<file path="src/rtl/iter_shifter_if.sv">
// Valid/ready request and result channel for the iterative shift unit.
interface iter_shifter_if #(
  parameter int WIDTH = 8,
  parameter int CNT_W = 3
);
  logic             in_valid;
  logic             in_ready;
  logic [WIDTH-1:0] in_data;
  logic [2:0]       in_op;
  logic [CNT_W-1:0] in_amt;
  logic             out_valid;
  logic             out_ready;
  logic [WIDTH-1:0] out_data;
  logic             out_carry;

  // Producer/consumer side: issues requests, takes results.
  modport master (
    output in_valid, in_data, in_op, in_amt, out_ready,
    input  in_ready, out_valid, out_data, out_carry
  );

  // Shift unit side.
  modport slave (
    input  in_valid, in_data, in_op, in_amt, out_ready,
    output in_ready, out_valid, out_data, out_carry
  );
endinterface

</file>
<file path="src/rtl/iter_shifter.sv">
// Iterative shift unit: applies a one-bit shift/rotate step once per clock,
// amt times, then presents the result and the last bit shifted out.
//
// state | meaning
// IDLE  | waiting for a request, in_ready=1
// SHIFT | one step per clock until count reaches zero
// DONE  | result held on out_data/out_carry, out_valid=1
module iter_shifter #(
  parameter int WIDTH = 8,
  parameter int CNT_W = 3
) (
  input logic           clk,
  input logic           rst_n,
  iter_shifter_if.slave bus
);

  typedef enum logic [1:0] {IDLE, SHIFT, DONE} state_t;

  state_t           state;
  state_t           state_nxt;
  logic [2:0]       op_q;
  logic [CNT_W-1:0] count;
  logic [WIDTH-1:0] data_q;
  logic             carry_q;
  logic             accept;

  function automatic logic op_valid(input logic [2:0] op);
    case (op)
      3'b001, 3'b100, 3'b101, 3'b010, 3'b110: op_valid = 1'b1;
      default:                                op_valid = 1'b0;
    endcase
  endfunction

  // Returns {carry, data} after one step of the given opcode.
  function automatic logic [WIDTH:0] step(input logic [2:0] op,
                                          input logic [WIDTH-1:0] w);
    case (op)
      3'b001:  step = {w[WIDTH-1], w[WIDTH-2:0], 1'b0};
      3'b100:  step = {w[0], 1'b0, w[WIDTH-1:1]};
      3'b101:  step = {w[0], w[WIDTH-1], w[WIDTH-1:1]};
      3'b010:  step = {w[WIDTH-1], w[WIDTH-2:0], w[WIDTH-1]};
      3'b110:  step = {w[0], w[0], w[WIDTH-1:1]};
      default: step = {1'b0, w};
    endcase
  endfunction

  assign accept = bus.in_valid && (state == IDLE);

  // State register.
  always_ff @(posedge clk or negedge rst_n) begin
    if (!rst_n) state <= IDLE;
    else        state <= state_nxt;
  end

  // Next-state logic; invalid opcodes and amt=0 skip straight to DONE.
  always_comb begin
    state_nxt = state;
    case (state)
      IDLE: begin
        if (accept) begin
          if ((bus.in_amt != '0) && op_valid(bus.in_op)) state_nxt = SHIFT;
          else                                           state_nxt = DONE;
        end
      end
      SHIFT: begin
        if (count == CNT_W'(1)) state_nxt = DONE;
      end
      DONE: begin
        if (bus.out_ready) state_nxt = IDLE;
      end
      default: state_nxt = IDLE;
    endcase
  end

  // Handshake and result outputs.
  always_comb begin
    bus.in_ready  = (state == IDLE);
    bus.out_valid = (state == DONE);
    bus.out_data  = data_q;
    bus.out_carry = carry_q;
  end

  // Working value, carry, opcode and step counter.
  always_ff @(posedge clk or negedge rst_n) begin
    if (!rst_n) begin
      data_q  <= '0;
      carry_q <= 1'b0;
      op_q    <= 3'b000;
      count   <= '0;
    end else if (accept) begin
      data_q  <= bus.in_data;
      carry_q <= 1'b0;
      op_q    <= bus.in_op;
      count   <= bus.in_amt;
    end else if (state == SHIFT) begin
      {carry_q, data_q} <= step(op_q, data_q);
      count             <= count - CNT_W'(1);
    end
  end

endmodule

</file>
<file path="src/flat_wrapper.sv">
// flat-port wrapper written by rule: the top's interface ports become plain ports
module iter_shifter_flat 
#(
  parameter int WIDTH = 8,
  parameter int CNT_W = 3
)
  (clk, rst_n, bus_in_valid, bus_in_data, bus_in_op, bus_in_amt, bus_out_ready, bus_in_ready, bus_out_valid, bus_out_data, bus_out_carry);
  iter_shifter_if #(.WIDTH(WIDTH), .CNT_W(CNT_W)) bus_i ();
  input logic clk;
  input logic rst_n;
  input wire logic [$bits(bus_i.in_valid)-1:0] bus_in_valid;
  input wire logic [$bits(bus_i.in_data)-1:0] bus_in_data;
  input wire logic [$bits(bus_i.in_op)-1:0] bus_in_op;
  input wire logic [$bits(bus_i.in_amt)-1:0] bus_in_amt;
  input wire logic [$bits(bus_i.out_ready)-1:0] bus_out_ready;
  output wire logic [$bits(bus_i.in_ready)-1:0] bus_in_ready;
  output wire logic [$bits(bus_i.out_valid)-1:0] bus_out_valid;
  output wire logic [$bits(bus_i.out_data)-1:0] bus_out_data;
  output wire logic [$bits(bus_i.out_carry)-1:0] bus_out_carry;
  assign bus_i.in_valid = bus_in_valid;
  assign bus_i.in_data = bus_in_data;
  assign bus_i.in_op = bus_in_op;
  assign bus_i.in_amt = bus_in_amt;
  assign bus_i.out_ready = bus_out_ready;
  assign bus_in_ready = bus_i.in_ready;
  assign bus_out_valid = bus_i.out_valid;
  assign bus_out_data = bus_i.out_data;
  assign bus_out_carry = bus_i.out_carry;
  iter_shifter #(.WIDTH(WIDTH), .CNT_W(CNT_W)) u_core (.clk(clk), .rst_n(rst_n), .bus(bus_i));
endmodule
</file>
<file path="config.mk">
export PLATFORM = sky130hd
export DESIGN_NAME = iter_shifter_flat
export DESIGN_NICKNAME = d
export VERILOG_FILES = /design/src/rtl/iter_shifter_if.sv /design/src/rtl/iter_shifter.sv /design/src/flat_wrapper.sv
export SDC_FILE = /design/constraint.sdc
export NUM_CORES = 1
export LEC_CHECK = 0
export CORE_ASPECT_RATIO = 1.25
export CORE_MARGIN = 10
export CORE_UTILIZATION = 47
export CTS_CLUSTER_DIAMETER = 50
export DETAILED_ROUTE_END_ITERATION = 16
export PLACE_DENSITY = 0.78
export SLEW_MARGIN = 40
export SYNTH_ARGS = -nofsm -noshare
export SYNTH_HDL_FRONTEND = slang
export SYNTH_SLANG_ARGS = --single-unit
</file>
<file path="constraint.sdc">
create_clock -name clk -period 1.8 [get_ports clk]
set_clock_uncertainty 0.15 [all_clocks]
set_input_delay 0.36 -clock clk [delete_from_list [all_inputs] [get_ports clk]]
set_output_delay 0.36 -clock clk [all_outputs]
set_load 0.005 [all_outputs]
</file>
# Word-level counts from Yosys, hierarchy flattened
# Cells that the tools add are included.
[word_totals]
in_bits = 18
register_bits = 17
out_inout_bits = 11
[op_classes]
addsub = 1
n_mux = 15
n_reduce_logical = 11
n_eq_ne = 17
[ops]
columns = ["operator", "count"]
rows = [
  ["case mux 9 bit (5 select lines)", 1],
  ["equality test 3 bit, second input constant", 6],
  ["2-to-1 mux 8 bit", 2],
  ["equality test 3 x 1 -> 1 bit, second input constant", 3],
  ["2-to-1 mux 2 bit", 4],
  ["equality test 3 x 2 -> 1 bit, second input constant", 2],
  ["2-to-1 mux 3 bit", 2],
  ["inequality test 2 x 1 -> 1 bit, second input constant", 3],
  ["case mux 2 bit (3 select lines)", 1],
  ["AND reduction 3 bit", 2],
  ["nonzero test 6 bit", 1],
  ["2-to-1 mux 1 bit", 5],
  ["nonzero test 5 bit", 1],
  ["OR reduction 5 bit", 1],
  ["nonzero test 3 bit", 1],
  ["subtractor 3 x 1 -> 3 bit, second input constant", 1],
  ["equality test 2 x 1 -> 1 bit, second input constant", 1],
  ["equality test 2 bit, second input constant", 1],
  ["logical AND 1 bit", 2],
  ["zero test 2 bit", 1],
  ["inequality test 2 bit, second input constant", 1],
  ["AND reduction 2 bit", 1],
  ["nonzero test 2 bit", 1],
]

# Longest topological paths before layout
# Gate-level depths: netlist of the first run.
[depth]
word_depth = 9
ltp_mapped = 7

# Worst setup path after synthesis of the first run
# OpenSTA, ideal clock, no wires.
[synth_path]
path_type = "input -> register"
startpoint = "input port bus_in_valid"
endpoint = "register u_core.data_q[3], in the netlist u_core.bus.out_data[3]"
stages = 5
t_arrival_ns = 1.228
setup_time_ns = 0.126
slack_ns = 0.296
required_time_ns = 1.524
cell_sequence = "clkbuf_1 -> and2_4 -> buf_6 -> buf_6 -> a221o_1"
[synth_via]
elab_chain_cells = 3
elab_cells_between_ends = 5
classes_between = "mux (1); reduce/logical (4)"
[synth_lines]
columns = ["item", "line_no", "rtl"]
rows = [
  ["start: declaration", "flat_wrapper.sv:11", "input wire logic [$bits(bus_i.in_valid)-1:0] bus_in_valid;"],
  ["logical AND 1 bit *", "iter_shifter.sv:47", "assign accept = bus.in_valid && (state == IDLE);"],
  ["nonzero test 6 bit (no source line) / nonzero test 2 bit (equally long branches)", "-", ""],
  ["AND reduction 2 bit (no source line)", "-", ""],
  ["end signal: assignment", "iter_shifter.sv:91", "data_q <= bus.in_data;"],
  ["end signal: assignment", "iter_shifter.sv:96", "{carry_q, data_q} <= step(op_q, data_q);"],
  ["end: declaration", "iter_shifter.sv:23", "logic [WIDTH-1:0] data_q;"],
]
# Mark *: on every way between the ends. The rest lies on a longest branch, timed or not.
# A chain may end at the register's enable or synchronous reset.

# Final worst setup path of the first run
[layout_path]
startpoint = "register u_core.data_q[3], in the netlist u_core.bus.out_data[3]"
endpoint = "output port bus_out_data[3]"
[layout_lines]
columns = ["item", "line_no", "rtl"]
rows = [
  ["end: declaration", "flat_wrapper.sv:18", "output wire logic [$bits(bus_i.out_data)-1:0] bus_out_data;"],
]
# No word-level cell between the ends.

==> results of run 1 <==
cell families after synthesis:
kind of cell               synth area share
AOI/OAI and AO/OA                     0.220
xor gates and xnor gates            0.00809
adders and majority gates            0.0231
buffers and inverters                0.0786
DFF                                   0.393
muxes                                0.0601
and+or+nand+nor                       0.217
cells in the mapped netlist:
cell type                   n  share of area
sky130_fd_sc_hd__nand2_1   12          0.042
sky130_fd_sc_hd__a31oi_1    1         0.0058
sky130_fd_sc_hd__nand2b_1   1         0.0058
sky130_fd_sc_hd__ha_1       2          0.023
sky130_fd_sc_hd__and2_4     1         0.0081
sky130_fd_sc_hd__xnor2_1    1         0.0081
sky130_fd_sc_hd__o32ai_1    2          0.016
sky130_fd_sc_hd__nor2_4     1          0.010
sky130_fd_sc_hd__o22ai_1    1         0.0058
sky130_fd_sc_hd__o21ai_0   10          0.046
sky130_fd_sc_hd__clkbuf_1   2         0.0069
sky130_fd_sc_hd__mux2i_1    2          0.018
sky130_fd_sc_hd__o311a_2    1          0.010
sky130_fd_sc_hd__or2b_1     1         0.0069
sky130_fd_sc_hd__o211ai_1   1         0.0069
sky130_fd_sc_hd__a21boi_0   1         0.0069
sky130_fd_sc_hd__nor2_1     7          0.024
sky130_fd_sc_hd__inv_1      6          0.021
sky130_fd_sc_hd__nand3_4    1          0.016
sky130_fd_sc_hd__or2_2      1         0.0058
sky130_fd_sc_hd__a21oi_1    9          0.042
sky130_fd_sc_hd__nor2b_4    2          0.025
sky130_fd_sc_hd__buf_6      4          0.042
sky130_fd_sc_hd__a221o_1    5          0.046
sky130_fd_sc_hd__mux2_2     4          0.042
sky130_fd_sc_hd__buf_2      2         0.0092
sky130_fd_sc_hd__nor3b_1    1         0.0069
sky130_fd_sc_hd__nor3_1     1         0.0046
sky130_fd_sc_hd__a32o_1     1         0.0092
sky130_fd_sc_hd__a221oi_1   1         0.0081
sky130_fd_sc_hd__nand3_1    2         0.0092
sky130_fd_sc_hd__or3_4      1          0.010
sky130_fd_sc_hd__nand3b_1   6          0.042
sky130_fd_sc_hd__o22a_1     2          0.016
sky130_fd_sc_hd__dfrtp_1   17           0.39
sequential cells by signal, indices dropped and copies added (netlist names):
register and cells:
u_core.bus.out_data 8, u_core.count 3, u_core.op_q 3, u_core.bus.out_carry 1, u_core.state 2
layer usage:
| metal | vias to the layer above | GRT usage |
|---|---|---|
| li1 | 475 | - |
| met1 | 478 | 0.133 |
| met2 | 37 | 0.226 |
| met3 | 5 | 0.0319 |
| met4 | 0 | 0.0522 |
| met5 | - | 0 |
worst max path at each step:
stage | start | to | slack, ps | cells past startpoint
detailed placement | bus_in_valid | u_core.bus.out_data[2]$_DFFE_PN0P_ | 50 | 4
global placement | bus_in_valid | u_core.bus.out_data[2]$_DFFE_PN0P_ | 70 | 4
CTS | u_core.bus.out_data[7]$_DFFE_PN0P_ | bus_out_data[7] | 20 | 1
floorplan | bus_in_valid | u_core.bus.out_data[3]$_DFFE_PN0P_ | 300 | 5
global route | u_core.bus.out_data[6]$_DFFE_PN0P_ | bus_out_data[6] | 2 | 1
finish | u_core.bus.out_data[3]$_DFFE_PN0P_ | bus_out_data[3] | 30 | 1
worst register-to-register path, delay by kind of cell (launching register included):
family / cells / cell delay [ps]
buffers and inverters: 2 / 250
and+or+nand+nor: 3 / 540
DFF: 1 / 350
AOI/OAI and AO/OA: 1 / 290
metrics by stage:
stage	worst slack, ps	instances	hold slack (ps)
global placement	72.5	169	344
finish	29.2	178	231
detailed placement	51.4	169	354
CTS	22.8	174	234
floorplan	296	113	-85.6
global route	1.51	178	251
where the power goes:
group	total, mW	switching (mW)	internal (mW)
clock network	0.210	0.124	0.0865
logic	1.34	0.607	0.728
registers	0.756	0.188	0.568
total	2.30	0.919	1.38
area by class of cell:
cell class              count  area (µm²)
fillers                   181         774
multi-input cells          82         572
flip-flops and latches     17         425
repair buffers             38         352
well taps                  31        38.8
clock buffers               4        26.3
inverters                   6        22.5
timing repair:
action,CTS,global route
endpoints found under the hold margin,0,0
pin swaps,1,0
hold buffers,0,0
gates cloned,0,0
buffers inserted,1,4
gates resized for setup,5,1
setup endpoints to repair,2,7
==> reports/qor.yml, run 1 <==
status:
  outcome: "completed"
route:
  drt-met1-wl_um: 1110
  drt-total-wl_um: 2730
  drt_iter0_drc: 38
  route.antenna.remaining_nets: 0
  detailroute.wirelength.met3_um: 164
  wl_per_cell_um: 15.3
  routed-via-count: 995
  vias_per_cell: 5.59
  drt_first_pass_iters: 4
  drt_drc_violations_left: 0
  met2_length_um: 1410
  maxUsedRoutingLayer: "met4"
sta:
  max-slew-margin-rel: 0.775
  tightestPinTransition_ps: 335
  clock_period_minus_final_worst_setup_slack_ps: 1770
  period_share: 0.984
  grt_setup_unrepaired: "no"
  tns_setup_ps: 0
  timing_hold_violations_final: 0
  total_count_of_max_transition_violations_in_the_final_report: 0
  clock.fmax_mhz: 565
  setup_viol_count_final: 0
finish:
  design_area_mm2: 0.00144
  drive_above_1_share: 0.177
  fin_nets: 168
  antenna_cells: 0
  final_util: 0.650
  flow.area_growth_from_synthesis_pct: 32.7
  layout_commonest_cell: "sky130_fd_sc_hd__clkdlybuf4s50_1"
  mostFrequentLayoutCells: "25 x sky130_fd_sc_hd__clkdlybuf4s50_1, 17 x sky130_fd_sc_hd__dfrtp_1, 12 x sky130_fd_sc_hd__nand2_1"
setup_path:
  critPathRequiredTime_ps: 1290
  reg2reg_from: "u_core.state[0]$_DFFE_PN0P_"
  timing.critical_path.cells: "clkdlybuf4s50_1"
  reg2reg_to: "u_core.bus.out_data[2]$_DFFE_PN0P_"
  crit_path_top_delay_cell: "sky130_fd_sc_hd__clkdlybuf4s50_1"
  cp_slowest_stage_delay_ps: 530
  worst_r2r_path_depth: 6
  critical_path.max_fanout: 4
  crit_buf_inv: 1
  worstSetupStartpointType: "flip-flop"
  endpoint_kind: "output pin"
  crit_type: "reg2out"
  reg2reg_setup_slack_ps: 100
  critical-path-top-delay-family: "buffers and inverters"
  critPathArrivalTime_ps: 1260
placed_design:
  detailedPlacementHpwl_um: 2100
  place.port_buffers: 28
  place_area_mm2: 0.00138
  globalplace.congestion: 0.799
synthesis:
  synth.distinct_cells: 35
  yosys_warnings: 0
  post_synth_inst_count: 113
  synth-seq-cells: 17
  syn-mean-instance-area_um2: 9.58
  synth_area_mm2: 0.00108
  synth_nets: 133
  synth_seq_area_share: 0.393
power_and_ir_drop:
  power-per-cell-area_mw_per_mm2: 1600
  power.ir.vdd_worst_v: 0.000925
  p_leak_nw: 0.627
  power_mw: 2.30
cts:
  cts_tree: "built"
  htree_num_levels: 1
  clk_pin_slew_worst_paths_ps: 100
  cts_root_buffer: "sky130_fd_sc_hd__clkbuf_4"
  cts.sinks: 17
  cts_max_path_buffers: 2
  insertion_delay_of_the_later_clocked_pin_in_the_worst_skew_pair_ps: 300
  numCtsBuffers: 3
global_routing:
  grt_util_all_layers: 0.124
  vias_in_the_first_global_route: 1023
  grt_max_degree: 20
  grt_pass1_wl_um: 4700
  gr-total-overflow: 0
  antenna_found_initial: 0
worst_hold_path:
  worst_hold_path_type: "in2async"
floorplanning:
  placement_rows: 19
  floorplan.core_area_mm2: 0.00221
  io_pins: 29
  design.die.area_mm2: 0.00463
  floorplan.die.width_um: 62.9
  chip_height_um: 73.7
  initial_core_util: 0.490
job:
  timing.max_cap.violations: 0
No activity file was read; power rests on OpenSTA's default activity.
==> run 2: changes to the inputs <==
--- a/config.mk
+++ b/config.mk
@@ -6,7 +6,7 @@
 export NUM_CORES = 1
 export LEC_CHECK = 0
 export CORE_ASPECT_RATIO = 1.25
-export CORE_MARGIN = 10
+export CORE_MARGIN = 1
 export CORE_UTILIZATION = 47
 export CTS_CLUSTER_DIAMETER = 50
 export DETAILED_ROUTE_END_ITERATION = 16
==> reports/qor.yml, run 2 (synthesis gave the netlist of run 1 again) <==
cts:
  htree_num_levels: 1
  cts_root_buffer: "sky130_fd_sc_hd__clkbuf_4"
  cts_max_path_buffers: 2
  post_cts_setup_repair_buffer_count: 0
  insertion_delay_of_the_later_clocked_pin_in_the_worst_skew_pair_ps: 280
  clk_pin_slew_worst_paths_ps: 100
  numCtsBuffers: 3
  cts_tree: "built"
  postCtsResizedCells: 2
  cts.sinks: 17
  holdBufCountCts: 0
sta:
  timing_hold_violations_final: 0
  tns_setup_ps: 0
  grt_setup_unrepaired: "no"
  setup_viol_count_final: 0
  clock_period_minus_final_worst_setup_slack_ps: 1720
  final.hold.worst_slack_ps: 247
  max-slew-margin-rel: 0.780
  total_count_of_max_transition_violations_in_the_final_report: 0
  period_share: 0.958
  clock.fmax_mhz: 580
  tightestPinTransition_ps: 327
  setup_slack_ps: 76.0
setup_path:
  crit_path_top_delay_cell: "sky130_fd_sc_hd__clkdlybuf4s50_1"
  reg2reg_to: "u_core.bus.out_data[1]$_DFFE_PN0P_"
  cp_slowest_stage_delay_ps: 520
  critPathArrivalTime_ps: 1210
  timing.critical_path.cells: "clkdlybuf4s50_1"
  critical-path-top-delay-family: "buffers and inverters"
  reg2reg_setup_slack_ps: 130
  endpoint_kind: "output pin"
  reg2reg_from: "u_core.state[1]$_DFFE_PN0P_"
  worst_r2r_path_depth: 5
  crit_end: "bus_out_data[3]"
  critical_path.max_fanout: 4
  worstSetupStartpointType: "flip-flop"
  critPathRequiredTime_ps: 1290
  worst_setup_path_startpoint: "u_core.bus.out_data[3]$_DFFE_PN0P_"
  critical_path_depth: 1
  crit_buf_inv: 1
  crit_type: "reg2out"
finish:
  flow.area_growth_from_synthesis_pct: 30.8
  final-instance-count-excl-fill: 175
  fin_nets: 165
  drive_above_1_share: 0.153
  design_area_mm2: 0.00142
  mostFrequentLayoutCells: "26 x sky130_fd_sc_hd__clkdlybuf4s50_1, 17 x sky130_fd_sc_hd__dfrtp_1, 12 x sky130_fd_sc_hd__nand2_1"
  layout_commonest_cell: "sky130_fd_sc_hd__clkdlybuf4s50_1"
  largest_reg_flops: 8
  antenna_cells: 0
  final_util: 0.647
  fillerInstances: 202
route:
  drt_iter0_drc: 17
  drt_first_pass_iters: 4
  drt_drc_violations_left: 0
  wl_per_cell_um: 13.2
  routed-via-count: 955
  vias_per_cell: 5.46
  route.antenna.remaining_nets: 0
  drt-total-wl_um: 2310
job:
  timing.max_cap.violations: 0
floorplanning:
  chip_height_um: 55.7
  floorplan.die.width_um: 44.9
  io_pins: 29
  design.die.area_mm2: 0.00250
  floorplan.core_area_mm2: 0.00219
  initial_core_util: 0.495
  placement_rows: 19
power_and_ir_drop:
  power_mw: 2.23
  power.ir.vdd_worst_v: 0.00107
  power-per-cell-area_mw_per_mm2: 1570
  p_leak_nw: 0.600
placed_design:
  place.port_buffers: 28
  detailedPlacementHpwl_um: 1820
  numPlacedInstances: 171
  placement.setup.worst_slack_ps: 60.1
  globalplace.congestion: 0.829
  place_area_mm2: 0.00139
global_routing:
  gr-total-overflow: 0
  antenna_found_initial: 0
  grt_util_all_layers: 0.204
  grt_max_degree: 20
  grt_pass1_wl_um: 3910
  vias_in_the_first_global_route: 927
status:
  outcome: "completed"
worst_hold_path:
  worst_hold_path_type: "in2async"
-- run 2: cell count changes in the layout (fill, tap and decap cells not counted) --
cell / change
sky130_fd_sc_hd__dlygate4sd2_1: +1
sky130_fd_sc_hd__buf_2: -1
sky130_fd_sc_hd__dlymetal6s2s_1: -1
sky130_fd_sc_hd__buf_4: -3
sky130_fd_sc_hd__clkdlybuf4s50_1: +1
-- run 2: layer usage --
layer	track usage	up-vias	share of wire
met4	0.0736	0	0.0074
met2	0.369	28	0.55
met5	0	-	0
li1	-	469	-
met1	0.235	454	0.40
met3	0.0195	4	0.046
-- run 2: how the worst min path moves through the flow --
stage                                startpoint                                 end  slack [ps]  depth (start not counted)
4_1_cts                                   rst_n  u_core.bus.out_data[4]$_DFFE_PN0P_         250                          2
2_1_floorplan                             rst_n    u_core.bus.out_carry$_DFFE_PN0P_         -90                          0
3_3_place_gp   u_core.bus.out_carry$_DFFE_PN0P_    u_core.bus.out_carry$_DFFE_PN0P_         360                          1
5_1_grt                                   rst_n  u_core.bus.out_data[4]$_DFFE_PN0P_         250                          2
3_5_place_dp   u_core.bus.out_carry$_DFFE_PN0P_    u_core.bus.out_carry$_DFFE_PN0P_         360                          1
6_report                                  rst_n  u_core.bus.out_data[4]$_DFFE_PN0P_         250                          2
-- run 2: power breakdown --
part	leakage (nW)	total [mW]	internal [mW]	switching [mW]
logic	0.376	1.27	0.699	0.575
clock network	0.0150	0.199	0.0858	0.113
registers	0.209	0.756	0.568	0.187
-- run 2: layout make-up --
| type | instances | area, µm² | area share |
|---|---|---|---|
| Inverter | 6 | 22.5 | 0.0159 |
| Multi-Input combinational cell | 82 | 572 | 0.404 |
| Tap cell | 31 | 38.8 | 0.0274 |
| Sequential cell | 17 | 425 | 0.301 |
| Timing Repair Buffer | 35 | 330 | 0.233 |
| Clock buffer | 4 | 26.3 | 0.0186 |
==> run 3: changes to the inputs <==
--- a/config.mk
+++ b/config.mk
@@ -10,7 +10,7 @@
 export CORE_UTILIZATION = 47
 export CTS_CLUSTER_DIAMETER = 50
 export DETAILED_ROUTE_END_ITERATION = 16
-export PLACE_DENSITY = 0.78
+export PLACE_DENSITY = 0.77
 export SLEW_MARGIN = 40
 export SYNTH_ARGS = -nofsm -noshare
 export SYNTH_HDL_FRONTEND = slang
==> reports/qor.yml, run 3 (synthesis gave the netlist of run 1 again) <==
status:
  outcome: "completed"
route:
  route.antenna.remaining_nets: 0
  drt_drc_violations_left: 0
  drt_iter0_drc: 23
  wl_per_cell_um: 13.0
  drt-total-wl_um: 2260
  routed-via-count: 945
  vias_per_cell: 5.43
  drt_first_pass_iters: 4
sta:
  setup_viol_count_final: 0
  tightestPinTransition_ps: 306
  period_share: 0.960
  clock_period_minus_final_worst_setup_slack_ps: 1730
  total_count_of_max_transition_violations_in_the_final_report: 0
  setup_slack_ps: 71.3
  tns_setup_ps: 0
  max-slew-margin-rel: 0.794
  timing_hold_violations_final: 0
  grt_setup_unrepaired: "no"
  clock.fmax_mhz: 578
setup_path:
  reg2reg_setup_slack_ps: 140
  critPathArrivalTime_ps: 1220
  cp_slowest_stage_delay_ps: 520
  endpoint_kind: "output pin"
  crit_end: "bus_out_data[1]"
  crit_path_top_delay_cell: "sky130_fd_sc_hd__clkdlybuf4s50_1"
  reg2reg_to: "u_core.bus.out_data[5]$_DFFE_PN0P_"
  critical-path-top-delay-family: "buffers and inverters"
  critical_path.max_fanout: 4
  worst_r2r_path_depth: 5
  timing.critical_path.cells: "clkdlybuf4s50_1"
  reg2reg_from: "u_core.state[1]$_DFFE_PN0P_"
  worst_setup_path_startpoint: "u_core.bus.out_data[1]$_DFFE_PN0P_"
  critical_path_depth: 1
  crit_buf_inv: 1
  crit_type: "reg2out"
  worstSetupStartpointType: "flip-flop"
  critPathRequiredTime_ps: 1290
floorplanning:
  io_pins: 29
  floorplan.die.width_um: 44.9
  chip_height_um: 55.7
  placement_rows: 19
  design.die.area_mm2: 0.00250
  initial_core_util: 0.495
  floorplan.core_area_mm2: 0.00219
power_and_ir_drop:
  p_leak_nw: 0.595
  power.ir.vdd_worst_v: 0.00101
  power_mw: 2.22
  power-per-cell-area_mw_per_mm2: 1570
cts:
  insertion_delay_of_the_later_clocked_pin_in_the_worst_skew_pair_ps: 280
  htree_num_levels: 1
  cts_root_buffer: "sky130_fd_sc_hd__clkbuf_4"
  numCtsBuffers: 3
  cts.sinks: 17
  cts_max_path_buffers: 2
  clk_pin_slew_worst_paths_ps: 100
  cts_tree: "built"
  postCtsResizedCells: 2
  holdBufCountCts: 0
  post_cts_setup_repair_buffer_count: 0
placed_design:
  placement.setup.worst_slack_ps: 41.6
  detailedPlacementHpwl_um: 1760
  globalplace.congestion: 0.819
  place.port_buffers: 28
global_routing:
  antenna_found_initial: 0
  grt_max_degree: 20
  grt_pass1_wl_um: 3880
  vias_in_the_first_global_route: 940
  gr-total-overflow: 0
  grt_util_all_layers: 0.202
finish:
  fin_nets: 164
  drive_above_1_share: 0.147
  final_util: 0.644
  flow.area_growth_from_synthesis_pct: 30.1
  antenna_cells: 0
  layout_commonest_cell: "sky130_fd_sc_hd__clkdlybuf4s50_1"
  largest_reg_flops: 8
  mostFrequentLayoutCells: "26 x sky130_fd_sc_hd__clkdlybuf4s50_1, 17 x sky130_fd_sc_hd__dfrtp_1, 12 x sky130_fd_sc_hd__nand2_1"
job:
  timing.max_cap.violations: 0
worst_hold_path:
  worst_hold_path_type: "in2async"
run 3: final cells by class:
cell class | count | area [µm²]
Timing Repair Buffer | 34 | 323
Clock buffer | 4 | 26.3
Multi-Input combinational cell | 82 | 572
Tap cell | 31 | 38.8
Inverter | 6 | 22.5
Fill cell | 204 | 779
Sequential cell | 17 | 425
run 3: how the worst min path moves through the flow:
stage,startpoint,to
floorplan,rst_n,u_core.bus.out_carry$_DFFE_PN0P_
global placement,u_core.bus.out_carry$_DFFE_PN0P_,u_core.bus.out_carry$_DFFE_PN0P_
detailed placement,u_core.bus.out_carry$_DFFE_PN0P_,u_core.bus.out_carry$_DFFE_PN0P_
CTS,rst_n,u_core.bus.out_data[5]$_DFFE_PN0P_
global route,rst_n,u_core.bus.out_data[5]$_DFFE_PN0P_
finish,rst_n,u_core.bus.out_data[5]$_DFFE_PN0P_
run 3: worst reg2reg max path, cell delays in order (launching register included):
cell and delay (ps):
sky130_fd_sc_hd__dfrtp_1 400, sky130_fd_sc_hd__buf_4 180, sky130_fd_sc_hd__nor2b_4 200, sky130_fd_sc_hd__nand3_4 160, sky130_fd_sc_hd__nor2b_4 180, sky130_fd_sc_hd__a221o_1 300
run 3: power breakdown:
part | switching (mW) | internal, mW | leakage (nW)
clock | 0.112 | 0.0858 | 0.0150
combinational | 0.561 | 0.689 | 0.371
sequential | 0.200 | 0.568 | 0.209
total | 0.873 | 1.34 | 0.595
run 3: layer usage:
| layer | share of wire | global-route usage |
|---|---|---|
| met1 | 0.41 | 0.239 |
| met2 | 0.55 | 0.350 |
| met3 | 0.036 | 0.0260 |
| met4 | 0.0071 | 0.0866 |
| met5 | 0 | 0 |
run 3: stage by stage:
| stage | instance area (µm²) | hold slack [ps] | cells |
|---|---|---|---|
| 2_1_floorplan | 1080 | -85.6 | 113 |
| 3_3_place_gp | 1380 | 353 | 170 |
| 3_5_place_dp | 1380 | 357 | 170 |
| 4_1_cts | 1410 | 247 | 174 |
| 5_1_grt | 1410 | 243 | 174 |
| 6_report | 1410 | 251 | 174 |
